===== src/rtl/rec_fn_pkg.sv =====
// rtl/rec_fn_pkg.sv - shared constants and stage-1 record for recFN to binary32 conversion
package rec_fn_pkg;

  // Top three bits of the 9-bit recoded exponent select the special classes
  localparam logic [2:0] REC_EXP_ZERO = 3'b000;
  localparam logic [2:0] REC_EXP_INF  = 3'b110;
  localparam logic [2:0] REC_EXP_NAN  = 3'b111;

  // Recoded exponents below this value are subnormal; normals subtract the bias adjust
  localparam int MIN_NORM_EXP = 130;
  localparam int EXP_BIAS_ADJ = 129;

  // FCLASS.S one-hot bit positions
  localparam logic [3:0] CLS_NEG_INF  = 4'd0;
  localparam logic [3:0] CLS_NEG_NORM = 4'd1;
  localparam logic [3:0] CLS_NEG_SUB  = 4'd2;
  localparam logic [3:0] CLS_NEG_ZERO = 4'd3;
  localparam logic [3:0] CLS_POS_ZERO = 4'd4;
  localparam logic [3:0] CLS_POS_SUB  = 4'd5;
  localparam logic [3:0] CLS_POS_NORM = 4'd6;
  localparam logic [3:0] CLS_POS_INF  = 4'd7;
  localparam logic [3:0] CLS_SNAN     = 4'd8;
  localparam logic [3:0] CLS_QNAN     = 4'd9;

  typedef struct packed {
    logic        sign;
    logic [8:0]  exp;
    logic [22:0] fract;
    logic        is_zero;
    logic        is_inf;
    logic        is_nan;
    logic        is_sub;
    logic [9:0]  cls;
  } rec_s1_t;

endpackage


===== src/rtl/rec_fn_unpack.sv =====
// rtl/rec_fn_unpack.sv - combinational unpack and classify of a recFN operand
module rec_fn_unpack
  import rec_fn_pkg::*;
(
  input  logic [32:0] in_bits,
  output rec_s1_t     rec
);

  logic [8:0] exp;
  logic       is_zero;
  logic       is_special;
  logic       is_nan;
  logic       is_inf;
  logic       is_sub;

  assign exp        = in_bits[31:23];
  assign is_zero    = (exp[8:6] == REC_EXP_ZERO);
  assign is_special = (exp[8:7] == REC_EXP_INF[2:1]);
  assign is_nan     = (exp[8:6] == REC_EXP_NAN);
  assign is_inf     = (exp[8:6] == REC_EXP_INF);
  assign is_sub     = !is_zero && !is_special && (exp < 9'(MIN_NORM_EXP));

  // Build the stage-1 record, including the one-hot FCLASS mask
  always_comb begin
    rec         = '0;
    rec.sign    = in_bits[32];
    rec.exp     = exp;
    rec.fract   = in_bits[22:0];
    rec.is_zero = is_zero;
    rec.is_inf  = is_inf;
    rec.is_nan  = is_nan;
    rec.is_sub  = is_sub;
    if (is_nan)       rec.cls[in_bits[22] ? CLS_QNAN : CLS_SNAN] = 1'b1;
    else if (is_inf)  rec.cls[in_bits[32] ? CLS_NEG_INF : CLS_POS_INF] = 1'b1;
    else if (is_zero) rec.cls[in_bits[32] ? CLS_NEG_ZERO : CLS_POS_ZERO] = 1'b1;
    else if (is_sub)  rec.cls[in_bits[32] ? CLS_NEG_SUB : CLS_POS_SUB] = 1'b1;
    else              rec.cls[in_bits[32] ? CLS_NEG_NORM : CLS_POS_NORM] = 1'b1;
  end

endmodule


===== src/rtl/rec_fn_to_fn_pipe.sv =====
// rtl/rec_fn_to_fn_pipe.sv - two-stage valid/ready recFN to IEEE binary32 converter
module rec_fn_to_fn_pipe
  import rec_fn_pkg::*;
#(
  parameter int EXP_W = 8,
  parameter int SIG_W = 24
) (
  input  logic                   clock,
  input  logic                   reset_n,
  input  logic                   io_flush,
  input  logic                   io_in_valid,
  output logic                   io_in_ready,
  input  logic [EXP_W+SIG_W:0]   io_in_bits,
  output logic                   io_out_valid,
  input  logic                   io_out_ready,
  output logic [EXP_W+SIG_W-1:0] io_out_bits,
  output logic [9:0]             io_out_class
);

  rec_s1_t     s1_unpacked;
  rec_s1_t     s1_q, s1_d;
  logic        s1_valid_q, s1_valid_d;
  logic        s2_valid_q, s2_valid_d;
  logic [31:0] s2_bits_q, s2_bits_d;
  logic [9:0]  s2_cls_q, s2_cls_d;

  logic        s1_en;
  logic        s2_en;

  logic [4:0]  sub_shift;
  logic [22:0] sub_fract;
  logic [7:0]  exp_out;
  logic [22:0] fract_out;
  logic [31:0] pack_bits;
  logic        unused_exp_msb;

  rec_fn_unpack u_unpack (
    .in_bits (io_in_bits),
    .rec     (s1_unpacked)
  );

  // Each stage advances when it is empty or the stage after it is draining
  assign s2_en          = !s2_valid_q || io_out_ready;
  assign s1_en          = !s1_valid_q || s2_en;
  assign io_in_ready    = s1_en;
  assign io_out_valid   = s2_valid_q;
  assign io_out_bits    = s2_bits_q;
  assign io_out_class   = s2_cls_q;
  assign unused_exp_msb = s1_q.exp[8];

  // Stage 2 packing: denormalise subnormals, rebias normals, force specials
  always_comb begin
    sub_shift = 5'd1 - s1_q.exp[4:0];
    sub_fract = {1'b1, s1_q.fract[22:1]} >> sub_shift;
    exp_out   = s1_q.exp[7:0] - 8'(EXP_BIAS_ADJ);
    fract_out = s1_q.fract;
    if (s1_q.is_nan) begin
      exp_out = 8'hFF;
    end else if (s1_q.is_inf) begin
      exp_out   = 8'hFF;
      fract_out = '0;
    end else if (s1_q.is_zero) begin
      exp_out   = '0;
      fract_out = '0;
    end else if (s1_q.is_sub) begin
      exp_out   = '0;
      fract_out = sub_fract;
    end
    pack_bits = {s1_q.sign, exp_out, fract_out};
  end

  // Next-state for both stages; flush clears valids and beats any same-cycle input
  always_comb begin
    s1_valid_d = s1_valid_q;
    s1_d       = s1_q;
    s2_valid_d = s2_valid_q;
    s2_bits_d  = s2_bits_q;
    s2_cls_d   = s2_cls_q;
    if (s1_en) begin
      s1_valid_d = io_in_valid;
      if (io_in_valid) s1_d = s1_unpacked;
    end
    if (s2_en) begin
      s2_valid_d = s1_valid_q;
      if (s1_valid_q) begin
        s2_bits_d = pack_bits;
        s2_cls_d  = s1_q.cls;
      end
    end
    if (io_flush) begin
      s1_valid_d = 1'b0;
      s2_valid_d = 1'b0;
    end
  end

  // Pipeline registers with asynchronous clear
  always_ff @(posedge clock or negedge reset_n) begin
    if (!reset_n) begin
      s1_valid_q <= 1'b0;
      s1_q       <= '0;
      s2_valid_q <= 1'b0;
      s2_bits_q  <= '0;
      s2_cls_q   <= '0;
    end else begin
      s1_valid_q <= s1_valid_d;
      s1_q       <= s1_d;
      s2_valid_q <= s2_valid_d;
      s2_bits_q  <= s2_bits_d;
      s2_cls_q   <= s2_cls_d;
    end
  end

endmodule

===== config.mk =====
export PLATFORM = sky130hd
export DESIGN_NAME = rec_fn_to_fn_pipe
export DESIGN_NICKNAME = d
export VERILOG_FILES = /design/src/rtl/rec_fn_pkg.sv /design/src/rtl/rec_fn_unpack.sv /design/src/rtl/rec_fn_to_fn_pipe.sv
export SDC_FILE = /design/constraint.sdc
export NUM_CORES = 1
export LEC_CHECK = 0
export ABC_AREA = 1
export BUFFER_PORTS_ARGS = -buffer_cell sky130_fd_sc_hd__buf_2
export CAP_MARGIN = 20
export CORE_ASPECT_RATIO = 1.25
export CORE_MARGIN = 2
export CORE_UTILIZATION = 55
export CTS_CLUSTER_SIZE = 10
export DETAILED_ROUTE_END_ITERATION = 12
export GPL_ROUTABILITY_DRIVEN = 0
export MAX_ROUTING_LAYER = met4
export PLACE_DENSITY = 0.84
export SKIP_CTS_REPAIR_TIMING = 1
export SLEW_MARGIN = 20
export SYNTH_ARGS = -nofsm -noshare
export SYNTH_HDL_FRONTEND = slang
export SYNTH_HIERARCHICAL = 1
export SYNTH_SLANG_ARGS = --single-unit

===== constraint.sdc =====
create_clock -name clock -period 4.78 [get_ports clock]
set_clock_uncertainty 0.15 [all_clocks]
set_input_delay 0 -clock clock [delete_from_list [all_inputs] [get_ports clock]]
set_output_delay 0 -clock clock [all_outputs]
set_load 0.1 [all_outputs]

* Word-level counts from Yosys, hierarchy flattened *
Cells that the tools add are included.

word-level totals
  register bits after elaboration = 90
  input bits = 38
  output and inout port bits = 44
  word-level logic and storage cells = 78

cells by class
  $add $sub $neg = 2
  $lt $le $gt $ge = 11
  equality and inequality tests = 3
  shift-type cells = 1
  mux-type cells = 31
  reduce and logical (&&, ||, !) cells = 18

operator list
  cell                   count
  $mux W23               4
  $mux W10               4
  $mux W8                4
  $lt A4 B5 Y1 const B   5
  $shr A23 B5 Y23        1
  $demux W1 S4           5
  $ge A4 B1 Y1 const B   5
  $mux W3                4
  $mux W1                10
  $lt A9 B8 Y1 const B   1
  $sub A8 B8 Y8 const B  1
  $logic_and A1 B1 Y1    7
  $eq A3 B3 Y1 const B   2
  $sub A1 B5 Y5 const A  1
  $logic_not A1 Y1       4
  $reduce_and A2 Y1      2
  $reduce_bool A2 Y1     2
  $logic_not A3 Y1       1
  $eq A2 B2 Y1 const B   1
  $logic_or A1 B1 Y1     2

* Depth between registers and ports, before layout *
  depth in word-level cells = 9
  depth in mapped cells = 13
  depth with buffers taken out = 11

* By module *
Netlist, hierarchy kept.

modules (own cells, without submodules)
  module             instances  cells an instance  area an instance (um2)  sequential area each (um2)
  rec_fn_to_fn_pipe  1          638                4998.5                  2252.2
  rec_fn_unpack      1          69                 410.4                   0.0

* Worst setup path after synthesis *
OpenSTA, ideal clock, no wires.

  path kind = reg-to-reg
  from = register s2_valid_q, in the netlist io_out_valid
  to = register s1_q[11] in the netlist's numbering
  library setup time = 0.125 ns
  arrival = 3.133 ns
  data required time = 4.505 ns
  path slack = 1.373 ns
  stages on the path, launching flop included = 5
  path buffers = 1
  clock period less this slack = 3.407 ns
  path through = dfrtp_1 nand3_1 nand2_1 buf_2 mux2_2

on the way
  word-level cells in the longest chain between the ends = 4

ends and longest elaborated chain
  item                         RTL line                  source
  start: declaration           rec_fn_to_fn_pipe.sv:23   logic s2_valid_q, s2_valid_d;
  start signal: assignment     rec_fn_to_fn_pipe.sv:107  s2_valid_q <= s2_valid_d;
  $logic_not A1 Y1             rec_fn_to_fn_pipe.sv:43   assign s2_en = !s2_valid_q || io_out_ready;
  $logic_or A1 B1 Y1           rec_fn_to_fn_pipe.sv:43
  $logic_or A1 B1 Y1           rec_fn_to_fn_pipe.sv:44   assign s1_en = !s1_valid_q || s2_en;
  via io_in_ready              rec_fn_to_fn_pipe.sv:12   output logic io_in_ready,
  $reduce_and A2 Y1 (no line)  n/a
  end signal: assignment       rec_fn_to_fn_pipe.sv:100  s1_q <= '0;
  end signal: assignment       rec_fn_to_fn_pipe.sv:106  s1_q <= s1_d;
  end: declaration             rec_fn_to_fn_pipe.sv:21   rec_s1_t s1_q, s1_d;

The timed path passes the listed nets, and every way through them passes these cells.
A chain may end at the register's enable or synchronous reset.

* Worst setup path in the final report *
  from = register s1_q[38] in the netlist's numbering
  to = register s2_bits_q[2], in the netlist io_out_bits[2]

on the way
  word-level cells in the longest chain between the ends = 6

ends and longest elaborated chain
  item                    RTL line                  source
  $sub A1 B5 Y5           rec_fn_to_fn_pipe.sv:53   sub_shift = 5'd1 - s1_q.exp[4:0];
  $shr A23 B5 Y23         rec_fn_to_fn_pipe.sv:54   sub_fract = {1'b1, s1_q.fract[22:1]} >> sub_shift;
  $mux W23                rec_fn_to_fn_pipe.sv:65   end else if (s1_q.is_sub) begin
  $mux W23                rec_fn_to_fn_pipe.sv:62   end else if (s1_q.is_zero) begin
  $mux W23                rec_fn_to_fn_pipe.sv:59   end else if (s1_q.is_inf) begin
  $mux W23                rec_fn_to_fn_pipe.sv:57   if (s1_q.is_nan) begin
  end signal: assignment  rec_fn_to_fn_pipe.sv:108  s2_bits_q <= s2_bits_d;
  end: declaration        rec_fn_to_fn_pipe.sv:24   logic [31:0] s2_bits_q, s2_bits_d;

Every way passes these cells.

==> summary.md <==
| Metric | Value |
|---|---|
| Initial antenna violation count | 0 |
| R2R Setup Slk | around 870 ps |
| Fillers | 834 |
| Max Clock Freq | 256 MHz |
| Worst-margin pin slew | 987 ps |
| Synthesis-to-layout area growth | 14.8% |
| CTS tree | yes |
| DP HPWL | about 9200 um |
| Num CTS Buffers | 9 |
| Starting density of the core | a little under three fifths |
| Hold Crit Start | io_in_bits[31] |
| Worst R2R Start | s1_q[38]$_DFFE_PN0P_ |
| Setup TNS | 0 ps |
| Fin crit share | about four fifths |
| Die ar. | approximately 11,000 um^2 |
| DR DRC count | 0 |
| Final Total Pwr | between 2 and 3 mW |
| Global-route wire length before repair | about 22,000 um |
| CP max FO | 30 |
| Final min period | slightly below 4000 ps |
| Slew headroom | 34.2% |
| Hold Slack | approximately 6.6 ps |
| Die X | between 90 and 100 um |
| Hold Crit Class | in2reg |
| Vias | roughly 5,200 |
| Layout Nets | between 800 and 900 |
| Avg Cell Area, Syn | about 7.7 um^2 |
| CP Data Arrival Time | about 4000 ps |
| Initial drt markers | ~740 |
| Vias in the first global route | roughly 4,700 |
| Max cap viols | 0 |
| Worst-Skew Late Latency | 350 ps |
| Final-report hold violation count | 0 |
| Core area | around 9600 um^2 |
| Req. time, crit path | approximately 5000 ps |
| CTS H-tree depth | 3 |
| Setup-failing EPs final | 0 |
| Share of cells above drive strength 1 | 19.0% |
| Nature of the critical path endpoint | flop |
| Syn Std Cell Area | between 5000 and 6000 um^2 |
| Sink Count | 90 |
| Status | finished clean |
| CTS root buf | clkbuf_16 |
| Final Slew Violations | 0 |
| Crit path kind | reg2reg |
| Router iterations before antenna repair | 8 |
| WL final | ~14,000 um |
| RSZ-0062 raised after global routing | no |
| ANT nets after route | 0 |
| Total gr overflow | 0 |
| Clock slew at the register clock pins of the worst setup and hold paths | 70 ps |
| Peak VDD IR | about 310 uV |
| Cells after Synth | approximately 700 |
| Vias per Instance | roughly 5.8 |
| Row cnt | 40 |
| Maximum clock insertion buffer count | 2 |
| Largest net degree at the start of global routing | 91 |
| Ports | 82 |
| Setup crit start | s1_q[38]$_DFFE_PN0P_ |
| Number of I/O port buffers | 81 |
| Die H | 115 um |
| Yosys Warn Count | 6 |
| CP Launch Type | flop |
| # diodes | 0 |
| Util after Layout | 64.5% |
| Synthesized Nets | approximately 750 |
| Cell leakage power | around 3 nW |
| DR WL/cell | between 15 and 20 um |
| Pwr Density | 453 nW/um^2 |
| All-Layer GR Usage | 26.8% |
worst max-delay path, stage by stage, from the launching register on:
cell	delay [ps]
dfrtp_1	820
inv_2	450
ha_1	820
inv_1	490
o21ai_0	640
a21oi_1	160
nand2_1	100
nand2_1	60
a21oi_2	120
power breakdown:
part           switching [mW]  total [mW]  internal [mW]  leakage [nW]
registers              0.0974       0.965          0.868          1.06
clock network           0.319       0.681          0.362         0.136
logic                   0.911        1.16          0.251          1.85
final cells by class:
type / instances / area, um^2 / share of cell area [%]
clock buffers: 9 / 225 / 3.63
flip-flops and latches: 90 / 2250 / 36.3
repair buffers: 119 / 787 / 12.7
clock inverters: 7 / 60.1 / 0.969
inverters: 48 / 186 / 3.01
well taps: 126 / 158 / 2.54
multi-input cells: 497 / 2530 / 40.8
placed cells by master (no fill, tap or decap), types with 3 or more instances in the layout:
master           n
o211ai_1        10
dlygate4sd3_1   36
nor2_1          82
mux2_2          20
nand3_2          3
clkbuf_16        9
o21ai_0         12
a21oi_1         89
buf_2           80
inv_1           39
o21ai_1         12
inv_2            4
a21oi_2          5
dfrtp_1         89
nand2_1        142
o22ai_1          3
ha_1             4
nand3_1         94
metrics by stage:
stage | setup slack [ps] | instances | area (um^2)
CTS | 1100 | 860 | 5830
global route | 726 | 896 | 6200
finish | 867 | 896 | 6200
detailed placement | 1110 | 844 | 5550
floorplan | 1370 | 706 | 5400
global placement | 1250 | 844 | 5550
flip-flops by register name (all words and copies together), names as in the netlist:
name,flops
s1_q,45
pack_bits,1
io_out_valid,1
s1_valid_q,1
io_out_bits,32
io_out_class,10
worst paths after layout:
| kind | end | depth (start not counted) |
|---|---|---|
| max | io_out_bits[2]$_DFFE_PN0P_ | 8 |
| max in group asynchronous | s1_q[37]$_DFFE_PN0P_ | 2 |
| min reg2reg | io_out_class[0]$_DFFE_PN0P_ | 2 |
| max reg2reg | io_out_bits[2]$_DFFE_PN0P_ | 8 |
| min in group asynchronous | io_out_bits[29]$_DFFE_PN0P_ | 2 |
| min | s1_q[10]$_DFFE_PN0P_ | 6 |
routing by layer:
metal,global-route usage [%],vias up,routed length (um)
met1,31.7,2412,5290
met3,6.09,86,1090
met2,43.4,281,6970
met4,13.0,0,597
li1,-,2422,-
met5,-,-,0
Note: power is estimated with default switching activity, not from simulation.
